<file path="src/rtl/vga_timing_config_pkg.sv">
// rtl/vga_timing_config_pkg.sv - shared mode codes, timing constants, state encoding and mode lookup
//
// Purpose : constants shared by the VGA timing configuration stage and its mode ROM.
// Contents: mode codes, per-mode H/V active and max counts, default widths,
//           FSM state encoding, and the mode lookup function.
package vga_timing_config_pkg;

  localparam int REZ_WIDTH_DEF     = 11;
  localparam int REZ_MAX_WIDTH_DEF = 11;
  localparam int MODE_WIDTH_DEF    = 3;

  localparam int unsigned MODE_640x480   = 0;
  localparam int unsigned MODE_800x600   = 1;
  localparam int unsigned MODE_1024x768  = 2;
  localparam int unsigned MODE_1280x1024 = 3;
  localparam int unsigned MODE_COUNT     = 4;

  // Max values are total-1 (the terminal count of each counter).
  localparam logic [10:0] H_ACTIV_640  = 11'd640;
  localparam logic [10:0] H_MAX_640    = 11'd799;
  localparam logic [10:0] V_ACTIV_640  = 11'd480;
  localparam logic [10:0] V_MAX_640    = 11'd524;

  localparam logic [10:0] H_ACTIV_800  = 11'd800;
  localparam logic [10:0] H_MAX_800    = 11'd1055;
  localparam logic [10:0] V_ACTIV_800  = 11'd600;
  localparam logic [10:0] V_MAX_800    = 11'd627;

  localparam logic [10:0] H_ACTIV_1024 = 11'd1024;
  localparam logic [10:0] H_MAX_1024   = 11'd1343;
  localparam logic [10:0] V_ACTIV_1024 = 11'd768;
  localparam logic [10:0] V_MAX_1024   = 11'd805;

  localparam logic [10:0] H_ACTIV_1280 = 11'd1280;
  localparam logic [10:0] H_MAX_1280   = 11'd1687;
  localparam logic [10:0] V_ACTIV_1280 = 11'd1024;
  localparam logic [10:0] V_MAX_1280   = 11'd1065;

  typedef enum logic {
    ST_IDLE = 1'b0,
    ST_PEND = 1'b1
  } state_t;

  typedef struct packed {
    logic [10:0] h_activ;
    logic [10:0] h_max;
    logic [10:0] v_activ;
    logic [10:0] v_max;
    logic        valid;
  } mode_entry_t;

  // Unknown codes return all-zero timing with valid=0.
  function automatic mode_entry_t mode_lookup(input int unsigned mode);
    mode_entry_t e;
    e = '0;
    case (mode)
      MODE_640x480:   e = '{H_ACTIV_640,  H_MAX_640,  V_ACTIV_640,  V_MAX_640,  1'b1};
      MODE_800x600:   e = '{H_ACTIV_800,  H_MAX_800,  V_ACTIV_800,  V_MAX_800,  1'b1};
      MODE_1024x768:  e = '{H_ACTIV_1024, H_MAX_1024, V_ACTIV_1024, V_MAX_1024, 1'b1};
      MODE_1280x1024: e = '{H_ACTIV_1280, H_MAX_1280, V_ACTIV_1280, V_MAX_1280, 1'b1};
      default:        e = '0;
    endcase
    return e;
  endfunction

endpackage

</file>
<file path="src/rtl/vga_mode_rom.sv">
// rtl/vga_mode_rom.sv - combinational mode code to H/V timing lookup
//
// Purpose : maps a mode code to its H/V active and max counts plus a valid flag.
// Ports   : i_mode    - mode code
//           o_h_activ - horizontal active count
//           o_h_max   - horizontal max count
//           o_v_activ - vertical active count
//           o_v_max   - vertical max count
//           o_valid   - code is a supported mode
module vga_mode_rom
  import vga_timing_config_pkg::*;
#(
  parameter int REZ_WIDTH     = REZ_WIDTH_DEF,
  parameter int REZ_MAX_WIDTH = REZ_MAX_WIDTH_DEF,
  parameter int MODE_WIDTH    = MODE_WIDTH_DEF
) (
  input  logic [MODE_WIDTH-1:0]    i_mode,
  output logic [REZ_WIDTH-1:0]     o_h_activ,
  output logic [REZ_MAX_WIDTH-1:0] o_h_max,
  output logic [REZ_WIDTH-1:0]     o_v_activ,
  output logic [REZ_MAX_WIDTH-1:0] o_v_max,
  output logic                     o_valid
);

  mode_entry_t w_entry;

  always_comb begin
    w_entry   = mode_lookup(32'(i_mode));
    o_h_activ = REZ_WIDTH'(w_entry.h_activ);
    o_h_max   = REZ_MAX_WIDTH'(w_entry.h_max);
    o_v_activ = REZ_WIDTH'(w_entry.v_activ);
    o_v_max   = REZ_MAX_WIDTH'(w_entry.v_max);
    o_valid   = w_entry.valid;
  end

endmodule

</file>
<file path="src/rtl/vga_timing_config.sv">
// rtl/vga_timing_config.sv - frame-synchronous VGA resolution configuration stage
//
// Purpose : accepts a mode request over valid/ready, validates it, and applies
//           it to the H/V counter timing outputs only at end-of-frame.
// Ports   : i_clk, i_rst_n (async, active-low)
//           i_cfg_valid/i_cfg_mode/o_cfg_ready - request handshake
//           o_cfg_ack  - one-cycle pulse, requested mode applied
//           o_cfg_err  - one-cycle pulse, request rejected
//           i_frame_end - end-of-frame pulse from the V counter
//           o_h_activ/o_h_max/o_v_activ/o_v_max - timing to H/V counters
//           o_mode_cur - mode currently applied
module vga_timing_config
  import vga_timing_config_pkg::*;
#(
  parameter int          REZ_WIDTH     = REZ_WIDTH_DEF,
  parameter int          REZ_MAX_WIDTH = REZ_MAX_WIDTH_DEF,
  parameter int          MODE_WIDTH    = MODE_WIDTH_DEF,
  parameter int unsigned RESET_MODE    = MODE_640x480
) (
  input  logic                     i_clk,
  input  logic                     i_rst_n,
  input  logic                     i_cfg_valid,
  input  logic [MODE_WIDTH-1:0]    i_cfg_mode,
  output logic                     o_cfg_ready,
  output logic                     o_cfg_ack,
  output logic                     o_cfg_err,
  input  logic                     i_frame_end,
  output logic [REZ_WIDTH-1:0]     o_h_activ,
  output logic [REZ_MAX_WIDTH-1:0] o_h_max,
  output logic [REZ_WIDTH-1:0]     o_v_activ,
  output logic [REZ_MAX_WIDTH-1:0] o_v_max,
  output logic [MODE_WIDTH-1:0]    o_mode_cur
);

  localparam mode_entry_t RST_ENTRY = mode_lookup(RESET_MODE);

  state_t                   r_state;
  state_t                   w_state_nxt;
  logic [MODE_WIDTH-1:0]    r_pending;
  logic [MODE_WIDTH-1:0]    r_mode_cur;
  logic [REZ_WIDTH-1:0]     r_h_activ;
  logic [REZ_MAX_WIDTH-1:0] r_h_max;
  logic [REZ_WIDTH-1:0]     r_v_activ;
  logic [REZ_MAX_WIDTH-1:0] r_v_max;
  logic                     r_ack;
  logic                     r_err;

  logic [MODE_WIDTH-1:0]    w_rom_addr;
  logic [REZ_WIDTH-1:0]     w_rom_h_activ;
  logic [REZ_MAX_WIDTH-1:0] w_rom_h_max;
  logic [REZ_WIDTH-1:0]     w_rom_v_activ;
  logic [REZ_MAX_WIDTH-1:0] w_rom_v_max;
  logic                     w_rom_valid;
  logic                     w_accept;
  logic                     w_reject;
  logic                     w_apply;

  // One ROM serves both jobs: in IDLE it validates the incoming request,
  // in PEND it supplies the values to load for the latched mode.
  assign w_rom_addr = (r_state == ST_PEND) ? r_pending : i_cfg_mode;

  vga_mode_rom #(
    .REZ_WIDTH     (REZ_WIDTH),
    .REZ_MAX_WIDTH (REZ_MAX_WIDTH),
    .MODE_WIDTH    (MODE_WIDTH)
  ) u_mode_rom (
    .i_mode    (w_rom_addr),
    .o_h_activ (w_rom_h_activ),
    .o_h_max   (w_rom_h_max),
    .o_v_activ (w_rom_v_activ),
    .o_v_max   (w_rom_v_max),
    .o_valid   (w_rom_valid)
  );

  // State register
  always_ff @(posedge i_clk or negedge i_rst_n) begin
    if (!i_rst_n) r_state <= ST_IDLE;
    else          r_state <= w_state_nxt;
  end

  // Next-state logic. Frame_end seen in IDLE (including the accept cycle)
  // is deliberately ignored so a frame is never started on half-loaded timing.
  always_comb begin
    w_state_nxt = r_state;
    case (r_state)
      ST_IDLE: if (i_cfg_valid && w_rom_valid) w_state_nxt = ST_PEND;
      ST_PEND: if (i_frame_end)                w_state_nxt = ST_IDLE;
      default: w_state_nxt = ST_IDLE;
    endcase
  end

  // Output/control decode
  always_comb begin
    w_accept = 1'b0;
    w_reject = 1'b0;
    w_apply  = 1'b0;
    case (r_state)
      ST_IDLE: begin
        w_accept = i_cfg_valid &&  w_rom_valid;
        w_reject = i_cfg_valid && !w_rom_valid;
      end
      ST_PEND: w_apply = i_frame_end;
      default: ;
    endcase
  end

  // Datapath registers; every output comes straight from a flop.
  always_ff @(posedge i_clk or negedge i_rst_n) begin
    if (!i_rst_n) begin
      r_pending  <= '0;
      r_mode_cur <= MODE_WIDTH'(RESET_MODE);
      r_h_activ  <= REZ_WIDTH'(RST_ENTRY.h_activ);
      r_h_max    <= REZ_MAX_WIDTH'(RST_ENTRY.h_max);
      r_v_activ  <= REZ_WIDTH'(RST_ENTRY.v_activ);
      r_v_max    <= REZ_MAX_WIDTH'(RST_ENTRY.v_max);
      r_ack      <= 1'b0;
      r_err      <= 1'b0;
    end else begin
      r_ack <= w_apply;
      r_err <= w_reject;
      if (w_accept) r_pending <= i_cfg_mode;
      if (w_apply) begin
        r_mode_cur <= r_pending;
        r_h_activ  <= w_rom_h_activ;
        r_h_max    <= w_rom_h_max;
        r_v_activ  <= w_rom_v_activ;
        r_v_max    <= w_rom_v_max;
      end
    end
  end

  assign o_cfg_ready = (r_state == ST_IDLE);
  assign o_cfg_ack   = r_ack;
  assign o_cfg_err   = r_err;
  assign o_h_activ   = r_h_activ;
  assign o_h_max     = r_h_max;
  assign o_v_activ   = r_v_activ;
  assign o_v_max     = r_v_max;
  assign o_mode_cur  = r_mode_cur;

endmodule

</file>
<file path="config.mk">
export PLATFORM = sky130hd
export DESIGN_NAME = vga_timing_config
export DESIGN_NICKNAME = d
export VERILOG_FILES = /design/src/rtl/vga_timing_config_pkg.sv /design/src/rtl/vga_mode_rom.sv /design/src/rtl/vga_timing_config.sv
export SDC_FILE = /design/constraint.sdc
export NUM_CORES = 1
export LEC_CHECK = 0
export BUFFER_PORTS_ARGS = -buffer_cell sky130_fd_sc_hd__buf_4
export CAP_MARGIN = 5
export CELL_PAD_IN_SITES_DETAIL_PLACEMENT = 1
export CELL_PAD_IN_SITES_GLOBAL_PLACEMENT = 1
export CORE_AREA = 3 3 63 65
export CTS_CLUSTER_DIAMETER = 50
export DETAILED_ROUTE_END_ITERATION = 8
export DIE_AREA = 0 0 66 68
export PLACE_DENSITY = 0.85
export SLEW_MARGIN = 5
export SYNTH_ARGS = -nofsm -noshare
export SYNTH_HDL_FRONTEND = slang
export SYNTH_SLANG_ARGS = --single-unit
</file>
<file path="constraint.sdc">
create_clock -name i_clk -period 1.6 [get_ports i_clk]
set_input_delay 0.16 -clock i_clk [delete_from_list [all_inputs] [get_ports i_clk]]
set_output_delay 0.16 -clock i_clk [all_outputs]
set_load 0.05 [all_outputs]
</file>
==> metrics, run 1 <==
status completed; CTS H-tree lvls 1; Antenna diodes 0; arrival time at the worst endpoint 1.13 ns; register area share after synthesis 49.7%; DR iter-0 viols 7; final slew viol count 0; DRT Pass-1 Iters 4; vias in the first global route 690; root buf cell clkbuf_4; Clock Latency Late Sink 0.29 ns; most frequent cells in the layout buf_4, dfrtp_1, conb_1, mux2_2, dfstp_2; first-pass GRT wire length 3.25 mm; post-synthesis cell type count 25; Layout Skew 0.00389 ns; share of cells above drive strength 1 60.5%; initial core utilization 33.1%; Critical R2R Launch r_state$_DFF_PN0_; maximum number of pins on one net before global-route repair 23; num rows 21; synthesis-stage register bit count 22; period utilisation layout 80.5%; routed vias 698; clock buffer depth 2; simple-gate share of the synthesized area 7.80%; routed wire length per instance 12.7 µm; drt via density 4.23; Die W 66 µm; PostCTS Resize Cnt 0; commonest non-fill, non-tap cell in the layout buf_4; TritonCTS buffer count 3; setup slack, reg-to-reg 0.31 ns; final routed DRC violation total 0; worst setup path start r_state$_DFF_PN0_; CP Data Required Time 1.44 ns; critical path type flop to primary output; complex-gate fraction of the synthesized area 8.92%; Max FO, Critical Path 7; grt ovf 0; mux cell area share after synthesis 8.92%; I/O Buffers 45; CTS tree yes; nets@finish 127; average size of a mapped cell 12.2 µm²; setup TNS 0 ns; Synth Warn # 0; min cycle time layout 1.29 ns; final hold vios 0; Post-Synthesis Cells 92; worst min path class input pin to flop; Die ar. 0.00449 mm²; global placer's final weighted congestion 0.734; Critical Path Sink Type primary output; xor-xnor portion of the synthesized cell area 0.780%; initial antenna violation count 0; Die Ht 68 µm; largest cells by area after synthesis dfrtp_1, buf_4, dfstp_2; GRT Total Usage 9.32%; # setup viols final 0; main combinational cell family by area after synthesis buffers and inverters; HPWL after DPL 1.68 mm; clk slew on worst S/H paths 0.12 ns; antenna-violating nets left 0; hold path start i_cfg_mode[0]; Critical Path Source Type flop; max-cap violations 0; Core Box Area 0.00339 mm²; adder-cell area share of the yosys netlist 0%; biggest area consumer among synthesized cells dfrtp_1; RSZ-0062 raised after global routing no; IO Pins 57; achievable frequency 777 MHz; CTS sink cnt 22; wirelength, routed 2.10 mm; Layout area overhead 22.0%; top cell type's share of synthesized area 35.7%; Mapped Area 0.00112 mm²
[flip-flops by register name, summed over array words and instances (netlist names)]
register    flops
o_cfg_ack       1
o_cfg_err       1
o_h_activ       5
o_h_max         6
o_mode_cur      3
o_v_activ       1
o_v_max         1
r_pending       3
r_state         1
[layout make-up]
| cell class | instances | area [µm²] |
|---|---|---|
| fillers | 356 | 2020 |
| flip-flops and latches | 22 | 558 |
| repair buffers | 46 | 348 |
| multi-input cells | 43 | 338 |
| well taps | 46 | 57.6 |
| clock inverters | 1 | 30.0 |
| clock buffers | 3 | 22.5 |
| inverters | 4 | 15.0 |
[worst max-delay path, cell delays in order (launching register included)]
cell     delay (ns)
dfrtp_1        0.52
inv_1          0.11
buf_4          0.20
[final timing paths]
check                                            to  cells past startpoint
max in group asynchronous    o_h_max[9]$_DFFE_PN1P_                      2
setup reg to reg           r_pending[1]$_DFFE_PN0P_                      2
hold reg to reg              o_h_max[9]$_DFFE_PN1P_                      1
setup / recovery                        o_cfg_ready                      2
hold / removal             r_pending[0]$_DFFE_PN0P_                      2
min in group asynchronous    o_h_max[5]$_DFFE_PN0P_                      2
[Yosys cell counts]
master	count
buf_4	31
and4b_2	1
nand3b_1	1
dfstp_2	6
a21o_2	3
nand2_4	1
xor2_1	1
inv_1	4
a22o_2	1
buf_6	1
nor2b_1	2
a22o_1	4
and3b_2	1
buf_2	1
nor2_1	1
and4bb_2	1
mux2i_1	1
and3_1	1
mux2_2	8
nor3b_2	1
dfrtp_1	16
o21bai_1	2
conb_1	1
o2bb2ai_1	1
a21oi_1	1
[cell families after synthesis]
family / after synthesis
xor gates and xnor gates: 1
buffers and inverters: 37
DFF: 22
other: 1
AOI/OAI and AO/OA: 12
and+or+nand+nor: 10
muxes: 9
[metal layers]
layer	up-vias	wire [µm]	share of wire [%]	global-route usage, %
li1	320	-	-	-
met1	337	762	36	10.7
met2	41	1090	52	17.0
met3	0	251	12	3.28
met4	0	0	0	1.52
met5	-	0	0	0
[through the flow]
| step | setup WS [ns] | instance area [µm²] | cells | hold slack [ns] | utilization, % |
|---|---|---|---|---|---|
| 6_report | 0.312 | 1370 | 165 | 0.0906 | 40.4 |
| 5_1_grt | 0.248 | 1370 | 165 | 0.0657 | 40.4 |
| 4_1_cts | 0.295 | 1370 | 165 | 0.0795 | 40.4 |
| 3_5_place_dp | 0.322 | 1310 | 160 | 0.0600 | 38.5 |
| 3_3_place_gp | 0.383 | 1310 | 160 | 0.0529 | 38.5 |
| 2_1_floorplan | 0.415 | 1160 | 102 | -0.136 | - |
[repair_timing]
item                      4_1_cts  5_1_grt
hold buffers                    1        0
setup buffers                   0        0
hold endpoints to repair       22        0
Power of run 1 is left out: the tool's default activity adds up to more than one toggle a clock period on the data nets, which glitch-free logic cannot reach.
==> run 2, diff against run 1 <==
--- a/config.mk
+++ b/config.mk
@@ -5,14 +5,15 @@
 export SDC_FILE = /design/constraint.sdc
 export NUM_CORES = 1
 export LEC_CHECK = 0
+export ABC_AREA = 1
 export BUFFER_PORTS_ARGS = -buffer_cell sky130_fd_sc_hd__buf_4
 export CAP_MARGIN = 5
 export CELL_PAD_IN_SITES_DETAIL_PLACEMENT = 1
 export CELL_PAD_IN_SITES_GLOBAL_PLACEMENT = 1
-export CORE_AREA = 3 3 63 65
+export CORE_AREA = 3 3 65 67
 export CTS_CLUSTER_DIAMETER = 50
 export DETAILED_ROUTE_END_ITERATION = 8
-export DIE_AREA = 0 0 66 68
+export DIE_AREA = 0 0 68 70
 export PLACE_DENSITY = 0.85
 export SLEW_MARGIN = 5
 export SYNTH_ARGS = -nofsm -noshare
==> constraint.sdc (replaced) <==
create_clock -name i_clk -period 1.3 [get_ports i_clk]
set_input_delay 0.13 -clock i_clk [delete_from_list [all_inputs] [get_ports i_clk]]
set_output_delay 0.13 -clock i_clk [all_outputs]
set_load 0.05 [all_outputs]
==> metrics, run 2 <==
status completed (unchanged); register area share after synthesis 49.6% (was 49.7%); Critical R2R Launch r_state$_DFF_PN0_ (unchanged); Critical-path top delay cell dfrtp_1 (unchanged); root buf cell clkbuf_8 (was clkbuf_4); clock buffer depth 2 (unchanged); Main synth FF type dfrtp_1 (unchanged); Layout area overhead 22.8% (was 22.0%); max FFs per register 6 (unchanged); pwr dens 2480 mW/mm²; initial antenna violation count 0 (unchanged); CTS sink cnt 22 (unchanged); TritonCTS buffer count 3 (unchanged); Critical Path Source Type flop (unchanged); critical path type flop to primary output (unchanged); vias in the first global route 810 (was 690); Synth Warn # 0 (unchanged); I/O Buffers 45 (unchanged); Critical Path Sink Type primary output (unchanged); Top delay family on crit path flip-flops (unchanged); ordered list of cells on the worst path inv_2, buf_4 (was inv_1, buf_4); drt via density 4.03 (was 4.23); first-pass GRT wire length 3.63 mm (was 3.25 mm); VDD IR-drop max 0.735 mV; share of cells above drive strength 1 40.4% (was 60.5%); slowest cell delay on critical path 0.45 ns (was 0.52 ns); clk slew on worst S/H paths 0.07 ns (was 0.12 ns); CTS tree yes (unchanged); Hold Path Depth 2 (unchanged); EDFF count, synth 0 (unchanged); xor-xnor portion of the synthesized cell area 0% (was 0.780%); min cycle time layout 1.20 ns; commonest non-fill, non-tap cell in the layout buf_4 (unchanged); Die ar. 0.00476 mm² (was 0.00449 mm²); Die Ht 70 µm (was 68 µm); max-cap violations 0 (unchanged); arrival time at the worst endpoint 1.07 ns (was 1.13 ns); Layout Skew 0.00188 ns (was 0.00389 ns); nets@finish 164 (was 127); antenna-violating nets left 0 (unchanged); GRT Total Usage 9.64% (was 9.32%); initial core utilization 30.5% (was 33.1%); fin cells 204 (was 165); fin util 37.5% (was 40.4%); biggest area consumer among synthesized cells dfrtp_1 (unchanged); setup slack, reg-to-reg 0.22 ns (was 0.31 ns); CTS H-tree lvls 1 (unchanged); LEAKAGE 0.000788 µW; PostCTS Resize Cnt 0 (unchanged); final routed DRC violation total 0 (unchanged); Antenna diodes 0 (unchanged); CP Data Required Time 1.17 ns (was 1.44 ns); complex-gate fraction of the synthesized area 3.33% (was 8.92%); placed insts 199 (was 160); Clock Latency Late Sink 0.26 ns (was 0.29 ns); setup TNS 0 ns (unchanged); Core Box Area 0.00369 mm² (was 0.00339 mm²); DRT Pass-1 Iters 4 (unchanged); final hold vios 0 (unchanged); hold path start i_frame_end (was i_cfg_mode[0]); grt ovf 0 (unchanged); simple-gate share of the synthesized area 21.1% (was 7.80%); global placer's final weighted congestion 0.746 (was 0.734); achievable frequency 832 MHz; Post-Synthesis Cells 127 (was 92); adder-cell area share of the yosys netlist 0% (unchanged); most common library cells after synthesis nand2_1, buf_4, dfrtp_1 (was buf_4, dfrtp_1, mux2_2); most numerous cell in the Yosys netlist nand2_1 (was buf_4); synthesis-stage register bit count 22 (unchanged); Hold Path Sink r_state$_DFF_PN0_ (was r_pending[0]$_DFFE_PN0P_); Worst Reg-to-Reg Cells 5 (was 2); Die W 68 µm (was 66 µm); RSZ-0062 raised after global routing no (unchanged); critical path buffer and inverter count 2 (unchanged); IO Pins 57 (unchanged); mux cell area share after synthesis 0% (was 8.92%); final slew viol count 0 (unchanged); power consumption 3430 µW; top cell type's share of synthesized area 35.6% (was 35.7%); worst min path class input pin to flop (unchanged); Mapped Area 0.00113 mm² (was 0.00112 mm²); routed wire length per instance 11.0 µm (was 12.7 µm); post-synthesis cell type count 15 (was 25); num rows 22 (was 21); Setup Buffers After CTS 0 (unchanged); DR iter-0 viols 19 (was 7); # setup viols final 0 (unchanged); ys async rst share 100% (unchanged); maximum number of pins on one net before global-route repair 23 (unchanged); wirelength, routed 2.25 mm (was 2.10 mm); RR Endpoint o_mode_cur[2]$_DFFE_PN0P_ (was r_pending[1]$_DFFE_PN0P_); Max FO, Critical Path 8 (was 7); most frequent cells in the layout buf_4, nand2_1, dfrtp_1, conb_1, nand3_1 (was buf_4, dfrtp_1, conb_1, mux2_2, dfstp_2); period utilisation layout 92.5%; average size of a mapped cell 8.87 µm² (was 12.2 µm²); main combinational cell family by area after synthesis buffers and inverters (unchanged); largest cells by area after synthesis dfrtp_1, buf_4, dfstp_2 (unchanged); routed vias 822 (was 698); HPWL after DPL 1.82 mm (was 1.68 mm)
## run 2: changes by cell type in the layout (fill, tap and decap cells not counted), moves of 4 or more
cell	previous run	this run
nand2_1	0	42
nand3_1	0	9
mux2_2	8	0
a22o_1	4	0
clkbuf_8	0	4
o21ai_0	0	4
## run 2: worst max path at each step
stage,from,end,slack [ns],cells past startpoint
finish,r_state$_DFF_PN0_,o_cfg_ready,0.1,2
global placement,r_state$_DFF_PN0_,r_pending[1]$_DFFE_PN0P_,0.26,4
detailed placement,r_state$_DFF_PN0_,o_mode_cur[2]$_DFFE_PN0P_,0.21,5
CTS,r_state$_DFF_PN0_,o_cfg_ready,0.09,2
global route,r_state$_DFF_PN0_,o_cfg_ready,0.05,2
floorplan,r_state$_DFF_PN0_,r_pending[0]$_DFFE_PN0P_,0.15,4
## run 2: layout make-up
cell class,count,area (µm²)
sequential,22,558
clock buffer,4,55.1
inverter,8,30.0
timing repair buffer,48,363
fill,454,2310
tap,48,60.1
multi-input combinational,74,317
## run 2: power by group
part / leakage (µW) / internal (µW) / switching (µW) / total [µW]
registers: 0.000268 / 880 / 137 / 1020
clock network: 0.0000288 / 270 / 211 / 480
logic: 0.000491 / 493 / 1440 / 1930
## run 2: kinds of logic after synthesis
group,count (synthesis)
buffers and inverters,41
and+or+nand+nor,57
other,1
DFF,22
AOI/OAI and AO/OA,6
## run 2: routing by layer
metal / part of all wire (%) / track usage [%] / wire [µm]
met3: 8.3 / 2.09 / 186
met4: 0 / 2.65 / 0
met1: 42 / 12.8 / 951
met2: 49 / 15.5 / 1110
met5: 0 / 0 / 0
## run 2: worst register-to-register path: cells and delay by family, from the launching register on
family	cells	cell delay (ns)
AND/OR/NAND/NOR	3	0.27
flip-flops	1	0.45
buffers and inverters	2	0.24
## run 2: what timing repair did
action                     CTS  global route
hold buffers                 1             0
hold endpoints to repair    16             0
setup endpoints to repair    0             0
## run 2: metrics by stage
step / instance area [µm²] / hold slack [ns] / worst slack, ns
final: 1380 / 0.0718 / 0.0977
after global routing: 1380 / 0.0608 / 0.0450
after CTS: 1380 / 0.0634 / 0.0882
after detailed placement: 1320 / 0.0342 / 0.214
after global placement: 1320 / 0.0280 / 0.257
after floorplan: 1160 / -0.166 / 0.154
Power figures use the tool's default switching activity.
